<file path="src/rtl/ps2_keypad_calc_if.sv">
// Keyboard pins and calculator outputs of ps2_keypad_calc, bundled as one bus.
// slave is the calculator side, master the keyboard/display side.
interface ps2_keypad_calc_if;
  logic              keyb_clk;
  logic              serial_stream;
  logic [7:0]        out;
  logic              out_valid;
  logic signed [5:0] ss;
  logic              ss_valid;
  logic              err;

  modport slave (
    input  keyb_clk,
    input  serial_stream,
    output out,
    output out_valid,
    output ss,
    output ss_valid,
    output err
  );

  modport master (
    output keyb_clk,
    output serial_stream,
    input  out,
    input  out_valid,
    input  ss,
    input  ss_valid,
    input  err
  );
endinterface

</file>
<file path="src/rtl/ps2_keypad_calc.sv">
// PS/2 keyboard receiver, make/break decoder and single-digit add/subtract calculator.
// Optional macro PS2_PARITY_CHECK_EN drops frames that fail odd parity.
module ps2_keypad_calc #(
  parameter int SYNC_STAGES = 2
) (
  input logic              clk,
  input logic              reset,
  ps2_keypad_calc_if.slave bus
);

  typedef enum logic [1:0] {RX_IDLE, RX_DATA, RX_PARITY, RX_STOP} rx_state_t;
  typedef enum logic [1:0] {WAIT_A, WAIT_OP, WAIT_B, WAIT_ENT} calc_state_t;
  typedef enum logic [2:0] {K_DIGIT, K_PLUS, K_MINUS, K_ENTER, K_UNKNOWN} key_t;

  localparam logic [7:0] CODE_BREAK = 8'hF0;
  localparam logic [7:0] CODE_EXT   = 8'hE0;

  function automatic key_t key_class(input logic [7:0] code);
    key_t k;
    case (code)
      8'h70, 8'h69, 8'h72, 8'h7A, 8'h6B,
      8'h73, 8'h74, 8'h6C, 8'h75, 8'h7D: k = K_DIGIT;
      8'h7C:                            k = K_PLUS;
      8'h84:                            k = K_MINUS;
      8'h79:                            k = K_ENTER;
      default:                          k = K_UNKNOWN;
    endcase
    return k;
  endfunction

  function automatic logic [3:0] key_digit(input logic [7:0] code);
    logic [3:0] d;
    case (code)
      8'h69:   d = 4'd1;
      8'h72:   d = 4'd2;
      8'h7A:   d = 4'd3;
      8'h6B:   d = 4'd4;
      8'h73:   d = 4'd5;
      8'h74:   d = 4'd6;
      8'h6C:   d = 4'd7;
      8'h75:   d = 4'd8;
      8'h7D:   d = 4'd9;
      default: d = 4'd0;
    endcase
    return d;
  endfunction

  // Operands are 0..9, so 6-bit signed holds every result without saturation.
  function automatic logic signed [5:0] calc_result(input logic [3:0] a,
                                                    input logic [3:0] b,
                                                    input logic       sub);
    logic signed [5:0] sa;
    logic signed [5:0] sb;
    sa = signed'({2'b00, a});
    sb = signed'({2'b00, b});
    return sub ? (sa - sb) : (sa + sb);
  endfunction

  // ---- stage p0: synchronise keyboard clock/data, detect rising edge ----
  logic [SYNC_STAGES-1:0] kclk_sync_p0;
  logic [SYNC_STAGES-1:0] data_sync_p0;
  logic                   kclk_prev_p0;
  logic                   strobe;
  logic                   bit_in;

  // Synchronisers reset high (PS/2 idle level) so reset never fakes an edge.
  always_ff @(posedge clk) begin
    if (reset) begin
      kclk_sync_p0 <= '1;
      data_sync_p0 <= '1;
      kclk_prev_p0 <= 1'b1;
    end else begin
      kclk_sync_p0 <= {kclk_sync_p0[SYNC_STAGES-2:0], bus.keyb_clk};
      data_sync_p0 <= {data_sync_p0[SYNC_STAGES-2:0], bus.serial_stream};
      kclk_prev_p0 <= kclk_sync_p0[SYNC_STAGES-1];
    end
  end

  assign strobe = kclk_sync_p0[SYNC_STAGES-1] & ~kclk_prev_p0;
  assign bit_in = data_sync_p0[SYNC_STAGES-1];

  // ---- stage p1: frame receiver ----
  rx_state_t  rx_state, rx_next;
  logic [2:0] bit_cnt_p1;
  logic [7:0] shift_p1;
  logic       accept;
  logic       frame_ok;

  always_ff @(posedge clk) begin
    if (reset) begin
      rx_state   <= RX_IDLE;
      bit_cnt_p1 <= 3'd0;
    end else begin
      rx_state <= rx_next;
      if (strobe) begin
        if (rx_state == RX_DATA) bit_cnt_p1 <= bit_cnt_p1 + 3'd1;
        else                     bit_cnt_p1 <= 3'd0;
      end
    end
  end

  always_ff @(posedge clk) begin
    if (strobe && rx_state == RX_DATA) shift_p1 <= {bit_in, shift_p1[7:1]};
  end

`ifdef PS2_PARITY_CHECK_EN
  logic parity_p1;
  always_ff @(posedge clk) begin
    if (strobe && rx_state == RX_PARITY) parity_p1 <= bit_in;
  end
  assign frame_ok = ^{shift_p1, parity_p1};
`else
  assign frame_ok = 1'b1;
`endif

  always_comb begin
    rx_next = rx_state;
    accept  = 1'b0;
    if (strobe) begin
      case (rx_state)
        RX_IDLE:   if (!bit_in) rx_next = RX_DATA;
        RX_DATA:   if (bit_cnt_p1 == 3'd7) rx_next = RX_PARITY;
        RX_PARITY: rx_next = RX_STOP;
        RX_STOP: begin
          rx_next = RX_IDLE;
          accept  = bit_in & frame_ok;
        end
        default:   rx_next = RX_IDLE;
      endcase
    end
  end

  // ---- stage p2: byte output and make/break decode ----
  logic       brk_p2;
  logic       make_evt;
  key_t       key;
  logic [3:0] digit;

  always_ff @(posedge clk) begin
    if (reset) begin
      bus.out       <= 8'h00;
      bus.out_valid <= 1'b0;
    end else begin
      bus.out_valid <= accept;
      if (accept) bus.out <= shift_p1;
    end
  end

  always_ff @(posedge clk) begin
    if (reset) begin
      brk_p2 <= 1'b0;
    end else if (bus.out_valid) begin
      if (bus.out == CODE_BREAK) brk_p2 <= 1'b1;
      else if (brk_p2)           brk_p2 <= 1'b0;
    end
  end

  assign make_evt = bus.out_valid && !brk_p2 &&
                    (bus.out != CODE_BREAK) && (bus.out != CODE_EXT);
  assign key      = key_class(bus.out);
  assign digit    = key_digit(bus.out);

  // ---- stage p3: calculator ----
  calc_state_t calc_state, calc_next;
  logic [3:0]  a_p3, b_p3;
  logic        sub_p3;
  logic        load_a, load_b, load_op, load_ss;
  logic        set_err, clr_err, clr_ssv;

  always_comb begin
    calc_next = calc_state;
    load_a    = 1'b0;
    load_b    = 1'b0;
    load_op   = 1'b0;
    load_ss   = 1'b0;
    set_err   = 1'b0;
    clr_err   = 1'b0;
    clr_ssv   = 1'b0;
    if (make_evt) begin
      // Any unexpected key class aborts the calculation back to WAIT_A.
      set_err   = 1'b1;
      clr_ssv   = 1'b1;
      calc_next = WAIT_A;
      case (calc_state)
        WAIT_A: if (key == K_DIGIT) begin
          set_err   = 1'b0;
          clr_err   = 1'b1;
          load_a    = 1'b1;
          calc_next = WAIT_OP;
        end
        WAIT_OP: if (key == K_PLUS || key == K_MINUS) begin
          set_err   = 1'b0;
          clr_ssv   = 1'b0;
          load_op   = 1'b1;
          calc_next = WAIT_B;
        end
        WAIT_B: if (key == K_DIGIT) begin
          set_err   = 1'b0;
          clr_ssv   = 1'b0;
          load_b    = 1'b1;
          calc_next = WAIT_ENT;
        end
        WAIT_ENT: if (key == K_ENTER) begin
          set_err   = 1'b0;
          clr_ssv   = 1'b0;
          load_ss   = 1'b1;
          calc_next = WAIT_A;
        end
        default: ;
      endcase
    end
  end

  always_ff @(posedge clk) begin
    if (reset) begin
      calc_state   <= WAIT_A;
      bus.ss       <= '0;
      bus.ss_valid <= 1'b0;
      bus.err      <= 1'b0;
    end else begin
      calc_state <= calc_next;
      if (load_ss) begin
        bus.ss       <= calc_result(a_p3, b_p3, sub_p3);
        bus.ss_valid <= 1'b1;
      end else if (clr_ssv) begin
        bus.ss_valid <= 1'b0;
      end
      if (set_err)      bus.err <= 1'b1;
      else if (clr_err) bus.err <= 1'b0;
    end
  end

  always_ff @(posedge clk) begin
    if (load_a)  a_p3   <= digit;
    if (load_b)  b_p3   <= digit;
    if (load_op) sub_p3 <= (key == K_MINUS);
  end

endmodule

</file>
<file path="src/flat_wrapper.sv">
// flat-port wrapper written by rule: the top's interface ports become plain ports
module ps2_keypad_calc_flat 
#(
  parameter int SYNC_STAGES = 2
)
  (clk, reset, bus_keyb_clk, bus_serial_stream, bus_out, bus_out_valid, bus_ss, bus_ss_valid, bus_err);
  ps2_keypad_calc_if bus_i ();
  input logic clk;
  input logic reset;
  input wire logic [$bits(bus_i.keyb_clk)-1:0] bus_keyb_clk;
  input wire logic [$bits(bus_i.serial_stream)-1:0] bus_serial_stream;
  output wire logic [$bits(bus_i.out)-1:0] bus_out;
  output wire logic [$bits(bus_i.out_valid)-1:0] bus_out_valid;
  output wire logic [$bits(bus_i.ss)-1:0] bus_ss;
  output wire logic [$bits(bus_i.ss_valid)-1:0] bus_ss_valid;
  output wire logic [$bits(bus_i.err)-1:0] bus_err;
  assign bus_i.keyb_clk = bus_keyb_clk;
  assign bus_i.serial_stream = bus_serial_stream;
  assign bus_out = bus_i.out;
  assign bus_out_valid = bus_i.out_valid;
  assign bus_ss = bus_i.ss;
  assign bus_ss_valid = bus_i.ss_valid;
  assign bus_err = bus_i.err;
  ps2_keypad_calc #(.SYNC_STAGES(SYNC_STAGES)) u_core (.clk(clk), .reset(reset), .bus(bus_i));
endmodule
</file>
<file path="config.mk">
export PLATFORM = sky130hd
export DESIGN_NAME = ps2_keypad_calc_flat
export DESIGN_NICKNAME = d
export VERILOG_FILES = /design/src/rtl/ps2_keypad_calc_if.sv /design/src/rtl/ps2_keypad_calc.sv /design/src/flat_wrapper.sv
export SDC_FILE = /design/constraint.sdc
export NUM_CORES = 1
export LEC_CHECK = 0
export CORE_ASPECT_RATIO = 1.75
export CORE_MARGIN = 2
export CORE_UTILIZATION = 45
export DETAILED_ROUTE_END_ITERATION = 8
export PLACE_DENSITY_LB_ADDON = 0.05
export SLEW_MARGIN = 20
export SYNTH_ARGS = -nofsm -noshare
export SYNTH_HDL_FRONTEND = slang
export SYNTH_SLANG_ARGS = --single-unit
export TNS_END_PERCENT = 5
</file>
<file path="constraint.sdc">
create_clock -name clk -period 1.92 [get_ports clk]
set_clock_uncertainty 0.1 [all_clocks]
set_input_delay 0.192 -clock clk [delete_from_list [all_inputs] [get_ports clk]]
set_output_delay 0.192 -clock clk [all_outputs]
set_load 0.01 [all_outputs]
</file>
# ---- Word-level counts from Yosys, hierarchy flattened
# Cells that the tools add are included.
dict set report totals {
  register_bits 47
  word_cells 99
}
dict set report op_classes {
  add_sub_neg 3
  eq_ne 28
  n_mux 36
  bitwise 2
  n_reduce_logical 14
}
# cell count
set op_table {}
lappend op_table {{$eq 8x7->1 const B} 12}
lappend op_table {{$pmux 4 s9} 1}
lappend op_table {{$mux 1} 24}
lappend op_table {{$eq 8x8->1 const B} 2}
lappend op_table {{$ne 8x8->1 const B} 2}
lappend op_table {{$pmux 2 s4} 2}
lappend op_table {{$pmux 3 s4} 1}
lappend op_table {{$reduce_or 10->1} 1}
lappend op_table {{$eq 2x2->1 const B} 4}
lappend op_table {{$mux 2} 4}
lappend op_table {{$eq 3x2->1 const B} 2}
lappend op_table {{$mux 6} 1}
lappend op_table {{$pmux 1 s3} 2}
lappend op_table {{$add 4x4->5} 1}
lappend op_table {{$sub 4x4->5} 1}
lappend op_table {{$eq 2x1->1 const B} 2}
lappend op_table {{$logic_and 1x1->1} 4}
lappend op_table {{$logic_not 2->1} 2}
lappend op_table {{$ne 2x2->1 const B} 2}
lappend op_table {{$reduce_bool 2->1} 2}
lappend op_table {{$add 3x1->3 const B} 1}
lappend op_table {{$eq 3x1->1 const B} 1}
lappend op_table {{$eq 3x3->1 const B} 1}
lappend op_table {{$logic_not 3->1} 1}
lappend op_table {{7 further kinds} 7}

# ---- Depth between registers and ports, before layout
dict set report logic_depth {
  ltp_word 10
  mapped_depth 8
  depth_no_buf 8
}

# ---- Least setup slack after synthesis
# OpenSTA, ideal clock, no wires.
dict set report synth_timing {
  path_type {flip-flop to flip-flop}
  from {register u_core.bus.out[3]}
  to {register u_core.a_p3[0] (enable)}
  setup_ps 373
  t_arrival_ps 1692
  required_time_ps 1447
  path_slack_ps -245
  path_stages_with_launch 6
  path_buffers 1
  path_cell_list {dfxtp_1 -> buf_6 -> nor4bb_1 -> a31oi_1 -> a311oi_2 -> nor3b_1}
}
dict set report synth_via {
  elab_chain_cells 7
  elab_cells_between_ends 23
  classes_between {15 x eq/ne; 4 x mux; 4 x reduce/logical}
}
# element line_no
set synth_lines {}
lappend synth_lines {{start, declared} ps2_keypad_calc_if.sv:15} ;# output out,
lappend synth_lines {{start signal, assigned} ps2_keypad_calc.sv:145} ;# if (accept) bus.out <= shift_p1;
lappend synth_lines {{$eq 8x7->1} ps2_keypad_calc.sv:20} ;# case (code)
lappend synth_lines {{$reduce_or 10->1} ps2_keypad_calc.sv:20}
lappend synth_lines {{$pmux 3 s4} ps2_keypad_calc.sv:20}
lappend synth_lines {{$logic_not 3->1} ps2_keypad_calc.sv:185} ;# WAIT_A: if (key == K_DIGIT) begin
lappend synth_lines {{$mux 1 (2 in series)} n/a}
lappend synth_lines {{$mux 1 *} n/a}
lappend synth_lines {{net u_core.clr_err} ps2_keypad_calc.sv:168} ;# logic set_err, clr_err, clr_ssv;
lappend synth_lines {{end signal, assigned} ps2_keypad_calc.sv:234} ;# if (load_a) a_p3 <= digit;
lappend synth_lines {{end, declared} ps2_keypad_calc.sv:165} ;# logic [3:0] a_p3, b_p3;
# The timed path passes the listed nets; every way through them passes the cells marked *.
# A chain may end at the register's enable or synchronous reset.

# ---- Worst setup path in the final report
dict set report layout_timing {
  from {register u_core.bus.out[1]}
  to {register u_core.bus.err}
}
dict set report layout_via {
  elab_chain_cells 9
  elab_cells_between_ends 34
  classes_between {18 x eq/ne; 10 x mux; 6 x reduce/logical}
}
# element line_no
set layout_lines {}
lappend layout_lines {{$eq 8x7->1} ps2_keypad_calc.sv:20}
lappend layout_lines {{$reduce_or 10->1} ps2_keypad_calc.sv:20}
lappend layout_lines {{$pmux 3 s4} ps2_keypad_calc.sv:20}
lappend layout_lines {{$eq 3x1->1 or $eq 3x2->1 (tied branches)} ps2_keypad_calc.sv:191} ;# WAIT_OP: if (key == K_PLUS || key == K_MINUS) begin
lappend layout_lines {{$logic_or 1x1->1} ps2_keypad_calc.sv:191}
lappend layout_lines {{$mux 1} ps2_keypad_calc.sv:191}
lappend layout_lines {{$pmux 1 s3} ps2_keypad_calc.sv:184} ;# case (calc_state)
lappend layout_lines {{$mux 1} ps2_keypad_calc.sv:179} ;# if (make_evt) begin
lappend layout_lines {{$mux 1 or $reduce_bool 2->1 (tied branches)} n/a}
lappend layout_lines {{end signal, assigned} ps2_keypad_calc.sv:219} ;# bus.err <= 1'b0;
lappend layout_lines {{end signal, assigned} ps2_keypad_calc.sv:228} ;# if (set_err) bus.err <= 1'b1;
lappend layout_lines {{end signal, assigned} ps2_keypad_calc.sv:229} ;# else if (clr_err) bus.err <= 1'b0;
lappend layout_lines {{end, declared} ps2_keypad_calc_if.sv:19} ;# output err
# Several ways; a longest one is shown, not always the timed one.

==> key figures <==
Logic synthesis
  • Compound-Gate Fraction of Synth Area: 13.43%
  • Ys Warns: 0
  • Avg Cell Area, Syn: between 10 and 15 um^2
  • Largest family of logic cells by synthesized area: simple AND/OR/NAND/NOR gates
  • Synth Register Bits: 47
  • Synthesized instance count: 234
  • Area leader, netlist: dfxtp_1
  • Top post-synthesis cells by area: dfxtp_1 25%, edfxtp_1 22%, ha_1 8.0%, nand2_1 4.3%, a21oi_1 4.2%
  • Synth Area in XOR/XNOR: 1.115%
  • Mux cell area share after synthesis: 2.123%
  • Yosys cell types: 50
  • FFs w/ async S/R, synth: 0%
  • Mapped cell area: 2357 um^2
  • Yosys top cell area share: 25.48%
  • Syn_nets: roughly 260
  • Simple-gate share of the synthesized area: 21.82%
  • Post-Synth Adder-Cell Area: roughly a tenth
  • Main flop type after synthesis: dfxtp_1
  • Sequential area share after synthesis: 47.13%
  • EDFF count, synth: 17

Critical path
  • Critical Path, Cell by Cell: or4b_4 > o311ai_4 > buf_4 > or2b_1 > o21ai_0 > and3b_1
  • Max incr delay on CP: between 500 and 600 ps
  • CP bufs+invs: 1
  • Crit path max-delay family: simple AND/OR/NAND/NOR gates
  • RR Startpoint: u_core.bus.out[1]
  • Worst Path Arrival: 2060 ps
  • Worst Path Required: 2020 ps
  • Crit Path Category: flop to flop
  • FF-to-FF End: u_core.bus.err
  • Worst Setup End Kind: flop
  • R2R Setup Slk: -40 ps
  • Slowest-stage cell, CP: or4b_4
  • Worst Reg-to-Reg Cells: 6
  • Startpoint Class: flop
  • Peak fanout along the critical path: 5

Clock tree
  • TritonCTS Buffers: 5
  • CTS tree: built
  • Reg clk slew, reported paths: 80 ps
  • Root Driver: clkbuf_8
  • CTS Hold Buffers Added: 0
  • Worst-Skew Late Latency: roughly 300 ps
  • H-tree depth: 2
  • CTS max path bufs: 2
  • Clk sink count: 47

Die
  • Std-Cell Rows: 34
  • Width of the chip: ~59 um
  • Die ar.: 5856 um^2
  • Core Box Area: roughly 5000 um^2
  • I/O pin total: 21
  • Initial Util: 46.96%
  • Die span in y: 99.75 um

Cells and area
  • Commonest cells after routing, fill and taps aside: 27 x nand2_1, 27 x buf_4, 26 x dfxtp_1
  • Design area: roughly 2900 um^2
  • Diodes inserted: 0
  • Share of cells above drive strength 1: 20.36%
  • Area Growth Syn to Fin: 23.83%
  • Fillers: 453
  • Nets: 300
  • Layout Cells excl Fill: approximately 330
  • FF+latch area: between 1000 and 1500 um^2
  • Final core occ: 58.15%
  • Multi-input logic area: roughly 1200 um^2

Global route
  • Vias in the first global route: 1809
  • Antenna violations before repair: 0
  • GRT Resource Usage Total: a little under a fifth
  • Largest net degree at the start of global routing: 18
  • Global-route wire length before repair: 8273 um
  • GRT overflow: 0

Placed design
  • Number of port buffers: 20
  • GPL Wtd Cong: 0.7917
  • Dpl cells: approximately 330
  • Placed Area: 2778 um^2
  • Detailed placement HPWL: roughly 3800 um

Routing
  • Drt first pass iters: 6
  • ANT nets after route: 0
  • 1st-iter DRT viols: 53
  • Routed WL: 4809 um
  • Via-per-instance ratio: 5.317
  • Vias: roughly 1800
  • Detailed-route DRC error count: 1
  • WL/cell: 14.40 um

Flow run
  • Max-Cap Viols: 0

Timing
  • Tcrit/Tclk final: 102.3%
  • Slew @ Worst Pin: 569.1 ps
  • Max_slew headroom: between 60% and 70%
  • Post-layout min period: 1963 ps
  • Final setup violation count: 1
  • Fmax: a little over 0.5 GHz
  • Final WS setup: -43.48 ps
  • Final Hold Viols: 0
  • RSZ-0062 raised after global routing: true
  • Max Slew Vio Count: 0
  • WHS: 319.0 ps

Worst hold path
  • Hold_sp: u_core.kclk_sync_p0[0]
  • Hold path depth: 1
  • Worst Hold Path EP: u_core.kclk_sync_p0[1]
  • Worst Hold Class: flop to flop

Pwr
  • P per Cell Area: 586.6 nW/um^2
  • Peak VDD IR: 0.5293 mV
  • LEAKAGE: 1.124 nW

Status
  • Status: complete, but fails checks
  • Violated checks: design-rule violations, negative setup slack
[power breakdown]
part	internal [mW]	switching, mW	total, mW	leakage (nW)
logic	0.0125	0.0147	0.0272	0.662
clock network	0.337	0.318	0.655	0.0506
registers	1.03	0.00221	1.03	0.411
total	1.38	0.335	1.71	1.12
[worst max-delay path by stage]
stage / startpoint / end / slack, ps / cells past startpoint
4_1_cts: u_core.bus.out[1] / u_core.bus.ss[1] / -30 / 5
3_5_place_dp: u_core.bus.out[0] / u_core.bus.err / -120 / 8
6_report: u_core.bus.out[1] / u_core.bus.err / -40 / 6
3_3_place_gp: u_core.bus.out[0] / u_core.a_p3[1] / -130 / 7
2_1_floorplan: u_core.bus.out[3] / u_core.b_p3[0] / -80 / 5
5_1_grt: u_core.bus.out[1] / u_core.bus.err / -110 / 6
[metal layers]
| layer | track usage [%] | part of all wire, % |
|---|---|---|
| met2 | 36.47 | 58 |
| met4 | 7.867 | 1.8 |
| met5 | 0 | 0 |
| met3 | 3.121 | 2.3 |
| met1 | 18.41 | 38 |
[timing repair]
item / CTS / global route
setup endpoints to repair: 15 / 19
setup buffers: 0 / 1
gates resized for setup: 7 / 7
endpoints found under the hold margin: 0 / 0
pin swaps: 1 / 2
[worst register-to-register path: stages, from the launching register on]
cell and delay (ps):
dfxtp_2 330, or4b_4 530, o311ai_4 370, buf_4 200, or2b_1 100, o21ai_0 60
and3b_1 160
[sequential cells by signal (all words and copies together), names as in the netlist]
signal and cells:
u_core.shift_p1 8, u_core.kclk_sync_p0 2, u_core.calc_state 2, u_core.bus.out 8
u_core.b_p3 4, u_core.bus.err 1, u_core.bus.ss 6, u_core.sub_p3 1
u_core.rx_state 2, u_core.kclk_prev_p0 1, u_core.data_sync_p0 2, u_core.bit_cnt_p1 3
u_core.bus.out_valid 1, u_core.a_p3 4, u_core.bus.ss_valid 1, u_core.brk_p2 1
[cell type report]
class / instances / area share, %
inverters: 17 / 2.186
well taps: 54 / 2.315
clock buffers: 8 / 3.472
flip-flops and latches: 47 / 38.23
multi-input cells: 161 / 39.99
repair buffers: 47 / 13.80
[logic make-up after synthesis]
| group | count (synthesis) |
|---|---|
| compound gates | 45 |
| mux | 5 |
| simple gates | 91 |
| fa+ha+maj | 17 |
| flops | 47 |
| xor+xnor | 3 |
| buf+inv | 26 |
[Yosys cell counts (6+ instances only)]
cell type,count
nor2b_1,6
edfxtp_1,17
nand2_1,27
o21ai_0,6
ha_1,15
a21oi_1,20
inv_1,17
nor2_1,15
dfxtp_1,30
nand3_1,7
[stage by stage]
| stage | total power [mW] | setup TNS, ps | worst slack (ps) |
|---|---|---|---|
| finish | 1.712 | -43.48 | -43.48 |
| global route | 1.773 | -805.8 | -110.7 |
| CTS | 1.731 | -129.1 | -31.52 |
| detailed placement | 1.081 | -892.1 | -123.2 |
| global placement | 1.081 | -997.2 | -126.6 |
| floorplan | 1.067 | -670.2 | -75.81 |
(Power assumes the default switching activity.)
